File: config.mk
export PLATFORM = sky130hd
export DESIGN_NAME = ram_real_reader_flat
export DESIGN_NICKNAME = d
export VERILOG_FILES = /design/src/rtl/rx_sd_pkg.sv /design/src/rtl/ram_real_reader_if.sv /design/src/rtl/sample_skid_fifo.sv /design/src/rtl/ram_real_reader.sv /design/src/flat_wrapper.sv
export SDC_FILE = /design/constraint.sdc
export NUM_CORES = 1
export LEC_CHECK = 0
export BUFFER_PORTS_ARGS = -buffer_cell sky130_fd_sc_hd__buf_2
export CAP_MARGIN = 20
export CORE_ASPECT_RATIO = 1.1
export CORE_MARGIN = 3
export CORE_UTILIZATION = 51
export DETAILED_ROUTE_END_ITERATION = 10
export PLACE_DENSITY = 0.76
export RECOVER_POWER = 25
export SYNTH_ARGS = -nofsm -noshare
export SYNTH_HDL_FRONTEND = slang
export SYNTH_HIERARCHICAL = 1
export SYNTH_SLANG_ARGS = --single-unit
File: constraint.sdc
create_clock -name clk -period 2.05 [get_ports clk]
set_input_delay 0.205 -clock clk [delete_from_list [all_inputs] [get_ports clk]]
set_output_delay 0.205 -clock clk [all_outputs]
set_load 0.02 [all_outputs]
File: src/rtl/rx_sd_pkg.sv
// Shared types and constants for the RX sphere-decoder real-sample buffer path.
package rx_sd_pkg;

   localparam int BUF_DEPTH = 14;
   localparam int BUF_AW    = 4;
   localparam int SAMPLE_W  = 16;

   typedef logic signed [SAMPLE_W-1:0] sample_t;

   typedef enum logic [1:0] {
      IDLE,
      READ,
      DRAIN,
      DONE
   } rd_state_t;

endpackage

File: src/rtl/ram_real_reader_if.sv
// Bundles the buffer read port and the downstream sample stream of the reader.
// The master side is the reader; the slave side is the buffer plus the consumer.
interface ram_real_reader_if #(
   parameter int AW = rx_sd_pkg::BUF_AW,
   parameter int DW = rx_sd_pkg::SAMPLE_W
) ();

   logic                 ram_en;
   logic                 ram_we;
   logic [AW-1:0]        ram_addr;
   logic signed [DW-1:0] ram_dout;

   logic                 m_valid;
   logic signed [DW-1:0] m_data;
   logic                 m_last;
   logic                 m_ready;

   modport master (
      output ram_en,
      output ram_we,
      output ram_addr,
      input  ram_dout,
      output m_valid,
      output m_data,
      output m_last,
      input  m_ready
   );

   modport slave (
      input  ram_en,
      input  ram_we,
      input  ram_addr,
      output ram_dout,
      input  m_valid,
      input  m_data,
      input  m_last,
      output m_ready
   );

endinterface

File: src/rtl/sample_skid_fifo.sv
// Two-entry flow-through skid FIFO holding {last, sample} pairs.
// An arriving word is visible at the head in the same cycle when the FIFO is
// empty, so a sample returned by the buffer can be handed off without an extra
// register stage; if it is not accepted it is stored and held stable.
module sample_skid_fifo
   import rx_sd_pkg::*;
#(
   parameter int DW = SAMPLE_W
) (
   input  logic                 clk,
   input  logic                 rst,
   input  logic                 push,
   input  logic signed [DW-1:0] push_data,
   input  logic                 push_last,
   input  logic                 pop,
   output logic                 valid,
   output logic signed [DW-1:0] head_data,
   output logic                 head_last,
   output logic [1:0]           count
);

   logic signed [DW-1:0] mem_data [2];
   logic                 mem_last [2];
   logic                 wr_sel;
   logic                 rd_sel;
   logic                 empty;
   logic                 do_write;
   logic                 do_read;

   assign empty     = (count == 2'd0);
   assign valid     = !empty || push;
   assign head_data = !empty ? mem_data[rd_sel] : (push ? push_data : '0);
   assign head_last = !empty ? mem_last[rd_sel] : (push && push_last);

   // A word pushed into an empty FIFO and popped in the same cycle passes straight through.
   assign do_read  = pop && !empty;
   assign do_write = push && !(empty && pop);

   // Storage and pointer update; when full, a simultaneous pop frees the slot being written.
   always_ff @(posedge clk or posedge rst) begin
      if (rst) begin
         for (int i = 0; i < 2; i++) begin
            mem_data[i] <= '0;
            mem_last[i] <= 1'b0;
         end
         wr_sel <= 1'b0;
         rd_sel <= 1'b0;
         count  <= 2'd0;
      end else begin
         if (do_write) begin
            mem_data[wr_sel] <= push_data;
            mem_last[wr_sel] <= push_last;
            wr_sel           <= ~wr_sel;
         end
         if (do_read) begin
            rd_sel <= ~rd_sel;
         end
         count <= count + {1'b0, do_write} - {1'b0, do_read};
      end
   end

endmodule

File: src/rtl/ram_real_reader.sv
// Read-side sequencer for the real-sample buffer: on start it reads frame_len
// samples from address 0 through the 1-cycle-latency buffer port and streams
// them out on a valid/ready interface with a last flag and a done pulse.
module ram_real_reader
   import rx_sd_pkg::*;
#(
   parameter int DEPTH = BUF_DEPTH,
   parameter int AW    = BUF_AW,
   parameter int DW    = SAMPLE_W
) (
   input  logic              clk,
   input  logic              rst,
   input  logic              start,
   input  logic [AW-1:0]     frame_len,
   output logic              busy,
   output logic              done,
   ram_real_reader_if.master bus
);

   localparam logic [AW-1:0] DEPTH_L = AW'(DEPTH);

   rd_state_t            state;
   logic [AW-1:0]        len;
   logic [AW-1:0]        rd_ptr;
   logic [AW-1:0]        req_len;
   logic [AW-1:0]        last_addr;
   logic                 inflight;
   logic                 inflight_last;
   logic                 issue;
   logic                 handshake;
   logic                 fifo_valid;
   logic                 head_last;
   logic signed [DW-1:0] head_data;
   logic [1:0]           fifo_count;
   logic [2:0]           credit;

   assign req_len   = (frame_len > DEPTH_L) ? DEPTH_L : frame_len;
   assign last_addr = len - AW'(1);

   // Reads are only issued while the FIFO plus the read in flight leave a free slot.
   assign credit = {1'b0, fifo_count} + {2'b00, inflight};
   assign issue  = (state == READ) && (rd_ptr < len) && (credit < 3'd2);

   assign bus.ram_en   = issue;
   assign bus.ram_we   = 1'b0;
   assign bus.ram_addr = issue ? rd_ptr : '0;

   assign handshake   = fifo_valid && bus.m_ready;
   assign bus.m_valid = fifo_valid;
   assign bus.m_data  = head_data;
   assign bus.m_last  = head_last;

   // Sequencer FSM with registered busy/done.
   always_ff @(posedge clk or posedge rst) begin
      if (rst) begin
         state  <= IDLE;
         len    <= '0;
         rd_ptr <= '0;
         busy   <= 1'b0;
         done   <= 1'b0;
      end else begin
         case (state)
            IDLE: begin
               done <= 1'b0;
               if (start) begin
                  len    <= req_len;
                  rd_ptr <= '0;
                  busy   <= 1'b1;
                  state  <= (req_len == '0) ? DONE : READ;
               end
            end
            READ: begin
               if (issue) begin
                  rd_ptr <= rd_ptr + AW'(1);
                  if (rd_ptr == last_addr) begin
                     state <= DRAIN;
                  end
               end
            end
            DRAIN: begin
               if (handshake && head_last) begin
                  state <= DONE;
                  busy  <= 1'b0;
                  done  <= 1'b1;
               end
            end
            DONE: begin
               // An empty frame arrives here with done still low and spends one cycle raising it.
               if (done) begin
                  done  <= 1'b0;
                  state <= IDLE;
               end else begin
                  done <= 1'b1;
                  busy <= 1'b0;
               end
            end
            default: begin
               state <= IDLE;
               busy  <= 1'b0;
               done  <= 1'b0;
            end
         endcase
      end
   end

   // Track the read in flight so its data is captured the cycle after ram_en, tagged if last.
   always_ff @(posedge clk or posedge rst) begin
      if (rst) begin
         inflight      <= 1'b0;
         inflight_last <= 1'b0;
      end else begin
         inflight      <= issue;
         inflight_last <= issue && (rd_ptr == last_addr);
      end
   end

   sample_skid_fifo #(
      .DW(DW)
   ) u_fifo (
      .clk       (clk),
      .rst       (rst),
      .push      (inflight),
      .push_data (bus.ram_dout),
      .push_last (inflight_last),
      .pop       (handshake),
      .valid     (fifo_valid),
      .head_data (head_data),
      .head_last (head_last),
      .count     (fifo_count)
   );

endmodule

File: src/flat_wrapper.sv
// flat-port wrapper written by rule: the top's interface ports become plain ports
module ram_real_reader_flat import rx_sd_pkg::*;
#(
   parameter int DEPTH = BUF_DEPTH,
   parameter int AW    = BUF_AW,
   parameter int DW    = SAMPLE_W
)
  (clk, rst, start, frame_len, busy, done, bus_ram_en, bus_ram_we, bus_ram_addr, bus_ram_dout, bus_m_valid, bus_m_data, bus_m_last, bus_m_ready);
  ram_real_reader_if #(.AW(AW), .DW(DW)) bus_i ();
  input  logic clk;
  input  logic rst;
  input  logic start;
  input  logic [AW-1:0] frame_len;
  output logic busy;
  output logic done;
  output wire logic [$bits(bus_i.ram_en)-1:0] bus_ram_en;
  output wire logic [$bits(bus_i.ram_we)-1:0] bus_ram_we;
  output wire logic [$bits(bus_i.ram_addr)-1:0] bus_ram_addr;
  input wire logic [$bits(bus_i.ram_dout)-1:0] bus_ram_dout;
  output wire logic [$bits(bus_i.m_valid)-1:0] bus_m_valid;
  output wire logic [$bits(bus_i.m_data)-1:0] bus_m_data;
  output wire logic [$bits(bus_i.m_last)-1:0] bus_m_last;
  input wire logic [$bits(bus_i.m_ready)-1:0] bus_m_ready;
  assign bus_ram_en = bus_i.ram_en;
  assign bus_ram_we = bus_i.ram_we;
  assign bus_ram_addr = bus_i.ram_addr;
  assign bus_i.ram_dout = bus_ram_dout;
  assign bus_m_valid = bus_i.m_valid;
  assign bus_m_data = bus_i.m_data;
  assign bus_m_last = bus_i.m_last;
  assign bus_i.m_ready = bus_m_ready;
  ram_real_reader #(.DEPTH(DEPTH), .AW(AW), .DW(DW)) u_core (.clk(clk), .rst(rst), .start(start), .frame_len(frame_len), .busy(busy), .done(done), .bus(bus_i));
endmodule
==> results of run 1 <==
-- worst paths after layout --
check | endpoint | slack, ns | cells after the start
max | bus_ram_addr[3] | 0.06 | 5
max reg2reg | u_core/rd_ptr[1] | 0.07 | 9
min in group asynchronous | u_core/inflight_last | 0.49 | 3
min | u_core/u_fifo/mem_data[0] | 0.15 | 2
max in group asynchronous | u_core/u_fifo/mem_data[26] | 0.79 | 4
min reg2reg | u_core/u_fifo/wr_sel | 0.50 | 1
-- synthesized netlist by cell type, drive strengths merged, types with 4 or more instances --
cell type and count:
a21oi 5, buf 7, clkbuf 4, dfrtp 52, ha 13, inv 11
mux2 37, mux2i 22, nand2 7, nand3 19, nor2 9, nor3 4
o21ai 23, xnor2 5
-- repair_timing --
item,4_1_cts,5_1_grt
cloned,1,0
hold endpoints to repair,14,0
pin swaps,3,1
hold buffers,1,0
buffers inserted,7,5
setup endpoints to repair,5,16
gates resized for setup,1,12
-- metal layers --
layer | routed length (um) | part of all wire | vias to the layer above
met5 | 0 | 0 | -
met4 | 74 | 0.012 | 0
met3 | 231 | 0.037 | 7
met2 | 3240 | 0.52 | 45
met1 | 2660 | 0.43 | 1040
li1 | - | - | 1039
-- through the flow --
step | util | cells | TNS (ns) | cell area (um^2) | setup WS, ns
3_3_place_gp | 0.612 | 376 | 0 | 3390 | 0.135
2_1_floorplan | - | 250 | 0 | 3000 | 0.00194
5_1_grt | 0.659 | 398 | -0.0760 | 3650 | -0.0349
4_1_cts | 0.647 | 393 | 0 | 3580 | 0.00365
3_5_place_dp | 0.612 | 376 | 0 | 3390 | 0.0852
6_report | 0.659 | 398 | 0 | 3650 | 0.0594
-- kinds of logic (layout without fill, tap and decap cells) --
group,Yosys count,in the layout
xor gates and xnor gates,7,7
adders and majority gates,13,13
and+or+nand+nor,55,56
AOI/OAI and AO/OA,41,41
muxes,59,59
DFF,52,52
buffers and inverters,22,94
other,1,1
-- sequential cells by signal, indices dropped and copies added (netlist names) --
register                cells
u_core/busy                 1
u_core/done                 1
u_core/inflight             1
u_core/inflight_last        1
u_core/len                  4
u_core/rd_ptr               4
u_core/state                2
u_core/u_fifo/count         2
u_core/u_fifo/mem_data     32
u_core/u_fifo/mem_last      2
u_core/u_fifo/rd_sel        1
u_core/u_fifo/wr_sel        1
-- cell type report --
cell class / count / area, um^2
Inverter: 11 / 41.3
Tap cell: 75 / 93.8
Multi-Input combinational cell: 177 / 1600
Clock buffer: 6 / 82.6
Clock inverter: 2 / 38.8
Fill cell: 453 / 1890
Sequential cell: 52 / 1310
Timing Repair Buffer: 75 / 480
-- cell usage in the layout, fill, tap and decap left out, types with 3 or more instances in the layout --
cell      synthesis  layout
mux2i_1          22      22
mux2_2           17      17
nand3_1          19      19
nand2_1           7       7
o21ai_0          20      20
xnor2_1           4       4
dfrtp_1          52      48
nand2b_1          3       3
buf_4             2      23
a21oi_4           3       3
ha_1             13      11
clkbuf_8          0       6
mux2_4           20      20
inv_1            10       9
buf_2             2      45
nor3_1            4       3
nor2_1            7       7
dfrtp_2           0       4
-- power groups by stage --
stage,Clock [mW],Sequential (mW),Combinational [mW]
floorplan,0,1.82,2.58
global placement,0,1.83,3.36
detailed placement,0,1.87,3.42
CTS,0.752,1.83,3.61
global route,0.793,1.89,4.07
finish,0.733,1.83,3.74
==> impl_results.md, run 1 <==
* Met1 Resource Use GR at 0.243
* Post-synth top area cell: dfrtp_1
* DR pass1 iterations at 4
* Post-synthesis simple-gate area fraction at 0.105
* Syn_area_per_cell at 12.0 um^2
* Syn nets at 287
* CTS Buf Count at 5
* Ports at 50
* Final period util at 0.971
* Max transition margin at 0.405
* Cell count after synthesis at 250
* Dpl hpwl at 4150 um
* Critical path, cell by cell: ha_1 -> a2111o_4 -> nor2_4 -> and2_1 -> buf_6
* Post-synth top area share at 0.435
* Power, Total at 6.30 mW
* Largest net degree at the start of global routing at 39
* Largest family of logic cells by synthesized area: multiplexers
* Layout cells sized above 1 at 0.443
* XOR/XNOR Fraction of Synth Area at 0.0280
* H-tree depth at 2
* Most used routing layer: met2
* P_int at around 3.7 mW
* Total die area at 6820 um^2
* Die height at 86.3 um
* Hold Slack at 0.152 ns
* Synth warn at 6
* Peak supply drop at 805 uV
* Synth unique cells at 49
* Post-DR wirelength/cell at 15.6 um
* Hold path start: bus_ram_dout[0]
* Register bit total from synthesis at 52
* Via density at 5.35
* Post-route minimum period at 1.99 ns
* Setup CP Type: reg -> out
* Crit start category: register
* Asr flop ratio synth at 1.00
* Hold Violations, Final at 0
* Overall Global Routing Usage at 0.192
* PD cells at around 1700 nW/um^2
* Antenna Nets Post-Route at 0
* Setup Skew at about 0.0089 ns
* Clk sink count at 52
* Post-Route WL at 6210 um
* WP buf/inv at 1
* Data required, critical path at 1.85 ns
* RSZ-0062 raised after global routing: yes
* Combinational fraction of design power at 0.593
* Rows at 28
* Ant. Diodes at 0
* Max frequency at 0.502 GHz
* Synth-to-Final Area Change at 21.9%
* Slowest stage delay, CP at 0.47 ns
* Critical Path Sink Type: primary output
* DRT iter0 DRCs at 114
* Worst Hold Class: in -> reg
* CTS Buffer Depth at 2
* Routing usage on met3 at 0.0312
* Reg-to-Reg Start: u_core/rd_ptr[1]
* Final net count at around 360
* Port Buffers at 48
* Crit path DAT at 1.79 ns
* GRT overflow at 0
* Number of global-route vias before repair at ~2,200
* Global-route wire length before repair at approximately 10,000 um
* Clk slew on worst S/H paths at approximately 0.090 ns
* Area share of fa/ha/maj cells after synthesis at 0.0544
* Post-synthesis mux area share at 0.238
* Top_reg_cell synth: dfrtp_1
* DRC errors left at 0
* Least-Margin Pin Slew at 0.892 ns
* Initial antenna violation count at 0
* Slowest cell on crit path: a2111o_4
* Status: finished clean
* Clk Latency, worst-skew pair at approximately 0.3 ns
* CTS tree: yes
* Pins over their slew limit at 0
* Largest fanout on the critical path at 4
* Sequential area share after synthesis at 0.435
* Met2 GRT Util at 0.337
* Synth Area in Compound Gates at 0.0995
* Synthesized area at about 3000 um^2
* Number of synthesized flops with an enable pin at 0
* Setup violations, final at 0
* Critical Path Source: u_core/rd_ptr[3]
* Vias at 2,131
* Root Buffer: clkbuf_8
* Initial Utilization at 0.540
* Placer Congestion at 0.792
* Clock power share at 0.116
* Largest cells by area after synthesis: dfrtp_1 43%, mux2_4 10%, mux2i_1 7.4%
* Cell leakage power at ~1.7 nW
* Switch share at 0.409
* Max-cap violations at 0
* Critical path's top delay family: compound AO/OA/AOI/OAI gates
* Core area at roughly 5500 um^2
* Die W at 79.0 um
* Sequential share of power at 0.290
* Switch Pwr at 2.58 mW
(Power assumes the default switching activity.)
==> run 2: changes to the inputs <==
Settings changed: CELL_PAD_IN_SITES_DETAIL_PLACEMENT set to 1, CELL_PAD_IN_SITES_GLOBAL_PLACEMENT set to 2, CORE_UTILIZATION 51 to 34, PLACE_DENSITY 0.76 to not set, PLACE_DENSITY_LB_ADDON set to 0.1.
==> run 2 against run 1 <==
Global-route usage shrank 4.4 points. Routed wire length grew 8.0%. Via count shrank 0.84%. Power shrank 0.12%. Critical endpoint unchanged.
==> impl_results.md, run 2 (same netlist as run 1, synthesis figures left out) <==
* CTS Buf Count at 5
* Placer Congestion at between 0.7 and 0.8
* Hold Violations, Final at 0
* Cell leakage power at 1.74 nW
* Ant. Diodes at 0
* Layout cells sized above 1 at 0.451
* Critical Path Sink Type: primary output
* Clk sink count at between 50 and 60
* Port Buffers at 48
* Area after DPL at between 3000 and 4000 um^2
* Number of global-route vias before repair at roughly 2,300
* Non-Filler Instances at 435
* Root Buffer: clkbuf_8
* Largest net degree at the start of global routing at 39
* Worst Hold Class: in -> reg
* Global-route wire length before repair at about 12,000 um
* DRC errors left at 0
* DRT iter0 DRCs at 28
* Via density at 4.86
* Worst R2R Setup Slack at 0.07 ns
* Routing usage on met3 at 0.0246
* Max transition margin at 0.357
* Post-route cell area at approximately 3700 um^2
* CTS tree: yes
* Setup Skew at 0.00926 ns
* Dpl hpwl at between 4000 and 5000 um
* Max frequency at 0.493 GHz
* Most used routing layer: met2
* Critical Path Source: u_core/state[1]
* Met1 Resource Use GR at 0.193
* Antenna Nets Post-Route at 0
* Post-DR wirelength/cell at 15.4 um
* Reg-to-Reg Start: u_core/len[0]
* Initial antenna violation count at 0
* H-tree depth at 2
* Die W at between 90 and 100 um
* PD cells at 1690 nW/um^2
* Power, Total at roughly 6.3 mW
* Least-Margin Pin Slew at slightly below 1 ns
* Peak supply drop at 572 uV
* Status: finished clean
* Worst Setup EP: bus_ram_addr[3]
* Placed insts at 415
* Post-Route WL at between 6000 and 7000 um
* CTS Buffer Depth at 2
* Setup CP Type: reg -> out
* Crit path DAT at 1.82 ns
* DR pass1 iterations at 4
* Vias at approximately 2,100
* Die height at 104 um
* Ports at 50
* Final period util at 0.989
* Setup violations, final at 0
* Largest register FFs at 32
* Synth-to-Final Area Change at 24.6%
* Most flops, register: u_core/u_fifo/mem_data
* Initial Utilization at 0.354
* GRT overflow at 0
* Data required, critical path at ~1.9 ns
* Crit start category: register
* Met2 GRT Util at 0.252
* Max-cap violations at 0
* Total die area at between 9000 and 10,000 um^2
* Overall Global Routing Usage at 0.148
* Final net count at 360
* Core area at 8450 um^2
* Rows at 35
* Clk slew on worst S/H paths at roughly 0.1 ns
* Clk Latency, worst-skew pair at 0.30 ns
* Largest fanout on the critical path at 5
* Most common cell after layout, fill and taps aside: dfrtp_1
* Most frequent cells in the layout: 49 x dfrtp_1, 45 x buf_2, 24 x buf_4, 22 x mux2i_1
* RSZ-0062 raised after global routing: yes
* RR Endpoint: u_core/state[0]
* Largest registers: u_core/u_fifo/mem_data: 32 flops, u_core/len: 4 flops, u_core/rd_ptr: 4 flops
* Final Util at 0.441
* R2R cell count at 7
* Pins over their slew limit at 0
* Post-route minimum period at 2.03 ns
-- run 2: cell count changes in the layout (fill, tap and decap cells not counted), sizes merged --
cell and delta:
buf +2, nor2 -1
-- run 2: what timing repair did --
action                                 in CTS  in global routing
setup buffers                               6                  5
hold buffers                                1                  0
pin swaps                                   3                 10
endpoints found under the hold margin      14                  0
setup endpoints to repair                   5                 22
gates resized for setup                     4                 15
-- run 2: final cells by class --
type | count | area [um^2]
Sequential cell | 52 | 1310
Tap cell | 111 | 139
Timing Repair Buffer | 77 | 502
Clock buffer | 6 | 82.6
Inverter | 11 | 41.3
Clock inverter | 2 | 38.8
Multi-Input combinational cell | 176 | 1620
Fill cell | 959 | 4720
-- run 2: routing by layer --
metal	vias to the layer above	share of wire
met3	5	0.033
met2	32	0.50
met5	-	0
met1	1041	0.46
li1	1035	-
met4	0	0.012
-- run 2: stage by stage --
| stage | worst slack, ns | TNS, ns | hold WS, ns |
|---|---|---|---|
| 4_1_cts | 0.00492 | 0 | 0.142 |
| 3_3_place_gp | 0.0822 | 0 | 0.305 |
| 3_5_place_dp | 0.0273 | 0 | 0.325 |
| 2_1_floorplan | 0.00194 | 0 | 0.0942 |
| 6_report | 0.0228 | 0 | 0.151 |
| 5_1_grt | -0.0465 | -0.142 | 0.142 |
-- run 2: worst min path at each step --
| stage | startpoint | end | slack [ns] | cells past startpoint |
|---|---|---|---|---|
| final | frame_len[0] | u_core/len[0] | 0.15 | 3 |
| after detailed placement | rst | u_core/busy | 0.32 | 2 |
| after CTS | frame_len[0] | u_core/len[0] | 0.14 | 3 |
| after floorplan | rst | u_core/busy | 0.09 | 1 |
| after global placement | rst | u_core/busy | 0.30 | 2 |
| after global routing | bus_ram_dout[5] | u_core/u_fifo/mem_data[5] | 0.14 | 2 |
-- run 2: worst max-delay path, cell delays in order, from the launching register on --
cell      delay (ns)
dfrtp_1         0.41
inv_2           0.08
ha_4            0.13
inv_2           0.04
a2111o_4        0.47
nor2_4          0.14
and2_4          0.16
buf_6           0.11
-- run 2: report_power, final --
group	leakage [nW]	internal, mW	switching [mW]	total (mW)
Combinational	1.06	1.81	1.91	3.72
Clock	0.0614	0.400	0.347	0.747
Sequential	0.622	1.52	0.303	1.83
Total	1.74	3.73	2.56	6.29
==> run 3: changes to the inputs <==
Settings changed: CELL_PAD_IN_SITES_DETAIL_PLACEMENT 1 to not set, CELL_PAD_IN_SITES_GLOBAL_PLACEMENT 2 to not set, CORE_MARGIN 3 to 2, CORE_UTILIZATION 34 to 51, PLACE_DENSITY set to 0.76, PLACE_DENSITY_LB_ADDON 0.1 to not set.
==> run 3 against run 2 <==
Power down 0.50%. Clock power down 19%. Global-route usage up 5.1 points. Hold slack better by 0.0031 ns. Worst setup slack better by 0.013 ns. Cell area down 0.84%. Sequential power about the same. Maximum frequency up 0.65%. Critical path type is now reg -> reg.
==> impl_results.md, run 3 (same netlist as run 1, synthesis figures left out) <==
* Peak supply drop at between 900 and 1000 uV
* Antenna Nets Post-Route at 0
* Slowest stage delay, CP at 0.42 ns
* Post-DR wirelength/cell at 15.3 um
* Max-cap violations at 0
* Clk Latency, worst-skew pair at around 0.30 ns
* PD cells at 1690 nW/um^2
* Largest registers: u_core/u_fifo/mem_data: 32 flops, u_core/len: 4 flops, u_core/rd_ptr: 4 flops
* Die W at between 70 and 80 um
* Crit path DAT at about 2.2 ns
* Max transition margin at 0.382
* DR pass1 iterations at 4
* Place WS at around 0.046 ns
* Final net count at 366
* Max frequency at 0.497 GHz
* Non-Filler Instances at 407
* Largest fanout on the critical path at 4
* Port Buffers at 48
* Reg area at 1310 um^2
* Critical path, cell by cell: buf_4 -> xor3_1 -> or3_4 -> nor4_4 -> o21ai_2 -> mux2i_1
* Most frequent cells in the layout: 48 x dfrtp_1, 45 x buf_2, 32 x buf_4, 22 x mux2i_1
* Multi-input logic area at 1620 um^2
* Via density at 5.40
* Initial Utilization at 0.522
* Pins over their slew limit at 0
* Hold Violations, Final at 0
* Largest net degree at the start of global routing at 39
* CTS Buffer Depth at 2
* Data required, critical path at 2.24 ns
* Rows at 29
* Setup violations, final at 0
* RSZ-0062 raised after global routing: yes
* DRC errors left at 0
* Cell leakage power at 1.75 nW
* Most common cell after layout, fill and taps aside: dfrtp_1
* Worst Hold Class: in -> reg
* Most flops, register: u_core/u_fifo/mem_data
* Slowest cell on crit path: dfrtp_1
* Worst setup margin at approximately 0.036 ns
* H-tree depth at 2
* Layout cells sized above 1 at 0.464
* Global-route wire length before repair at 10,300 um
* Core area at 5730 um^2
* Status: finished clean
* Crit start category: register
* Fillers at 476
* Ports at 50
* Initial antenna violation count at 0
* Routing usage on met3 at 0.0387
* Setup CP Type: reg -> reg
* Dpl hpwl at 4280 um
* Placer Congestion at about 0.83
* Root Buffer: clkbuf_8
* Placed insts at 381
* Final period util at 0.982
* Power, Total at 6.26 mW
* Overall Global Routing Usage at 0.200
* Synth-to-Final Area Change at 23.5%
* Least-Margin Pin Slew at between 0.9 and 1 ns
* Critical Path Sink Type: register
* Most used routing layer: met2
* Clk sink count at 52
* Clk slew on worst S/H paths at 0.09 ns
* Post-route minimum period at 2.01 ns
* GRT overflow at 0
* Number of global-route vias before repair at 2,165
* Vias at 2,198
* CTS Buf Count at 5
* Die height at 84.3 um
* Met1 Resource Use GR at 0.244
* Ant. Diodes at 0
* Setup Skew at about 0.0041 ns
* Largest register FFs at 32
* Met2 GRT Util at 0.359
* CTS tree: yes
* Post-Route WL at 6230 um
* Total die area at 6500 um^2
* DRT iter0 DRCs at 90
* Final Util at 0.645
[run 3: cell types whose count changed in the layout (fill, tap and decap cells not counted), sizes merged]
cell / change
buf: +7
bufinv: -1
clkbuf: -1
clkinv: +1
[run 3: worst max-delay path: cells and delay by family, from the launching register on]
kind | cells | cell delay, ns
AND/OR/NAND/NOR | 2 | 0.70
flip-flops | 1 | 0.42
XOR/XNOR | 1 | 0.39
buffers and inverters | 1 | 0.13
AO/OA/AOI/OAI | 1 | 0.13
multiplexers | 1 | 0.13
[run 3: worst paths after layout]
path | cells past startpoint | startpoint | slack [ns] | to
max in group asynchronous | 4 | rst | 0.73 | u_core/u_fifo/count[0]
min in group asynchronous | 3 | rst | 0.51 | u_core/len[3]
max | 6 | u_core/len[2] | 0.04 | u_core/state[0]
min | 2 | bus_ram_dout[0] | 0.15 | u_core/u_fifo/mem_data[0]
max reg2reg | 6 | u_core/len[2] | 0.04 | u_core/state[0]
min reg2reg | 1 | u_core/u_fifo/wr_sel | 0.50 | u_core/u_fifo/wr_sel
[run 3: routing by layer]
layer	up-vias	routed length, um
met5	-	0
met4	0	95
met3	8	221
met2	48	3300
met1	1089	2610
li1	1053	-
[run 3: area by class of cell]
class,count,area share
sequential,52,0.353
timing repair buffer,83,0.147
clock inverter,2,0.00271
tap,77,0.0261
multi-input combinational,176,0.437
clock buffer,6,0.0223
inverter,11,0.0112
[run 3: repair_timing]
action	in CTS	in global routing
setup endpoints to repair	5	8
hold endpoints to repair	14	0
gates resized for setup	8	11
hold buffers	1	0
setup buffers	8	9
pin swaps	3	6
[run 3: where the power goes]
group | total, mW | internal (mW) | switching (mW)
Clock | 0.603 | 0.270 | 0.332
Sequential | 1.85 | 1.52 | 0.326
Combinational | 3.81 | 1.89 | 1.92
[run 3: through the flow]
step / setup TNS, ns / hold WS [ns] / cell area (um^2)
2_1_floorplan: 0 / 0.0942 / 3000
3_3_place_gp: 0 / 0.292 / 3410
3_5_place_dp: 0 / 0.291 / 3410
4_1_cts: -0.00370 / 0.146 / 3600
5_1_grt: -0.139 / 0.149 / 3700
6_report: 0 / 0.154 / 3700
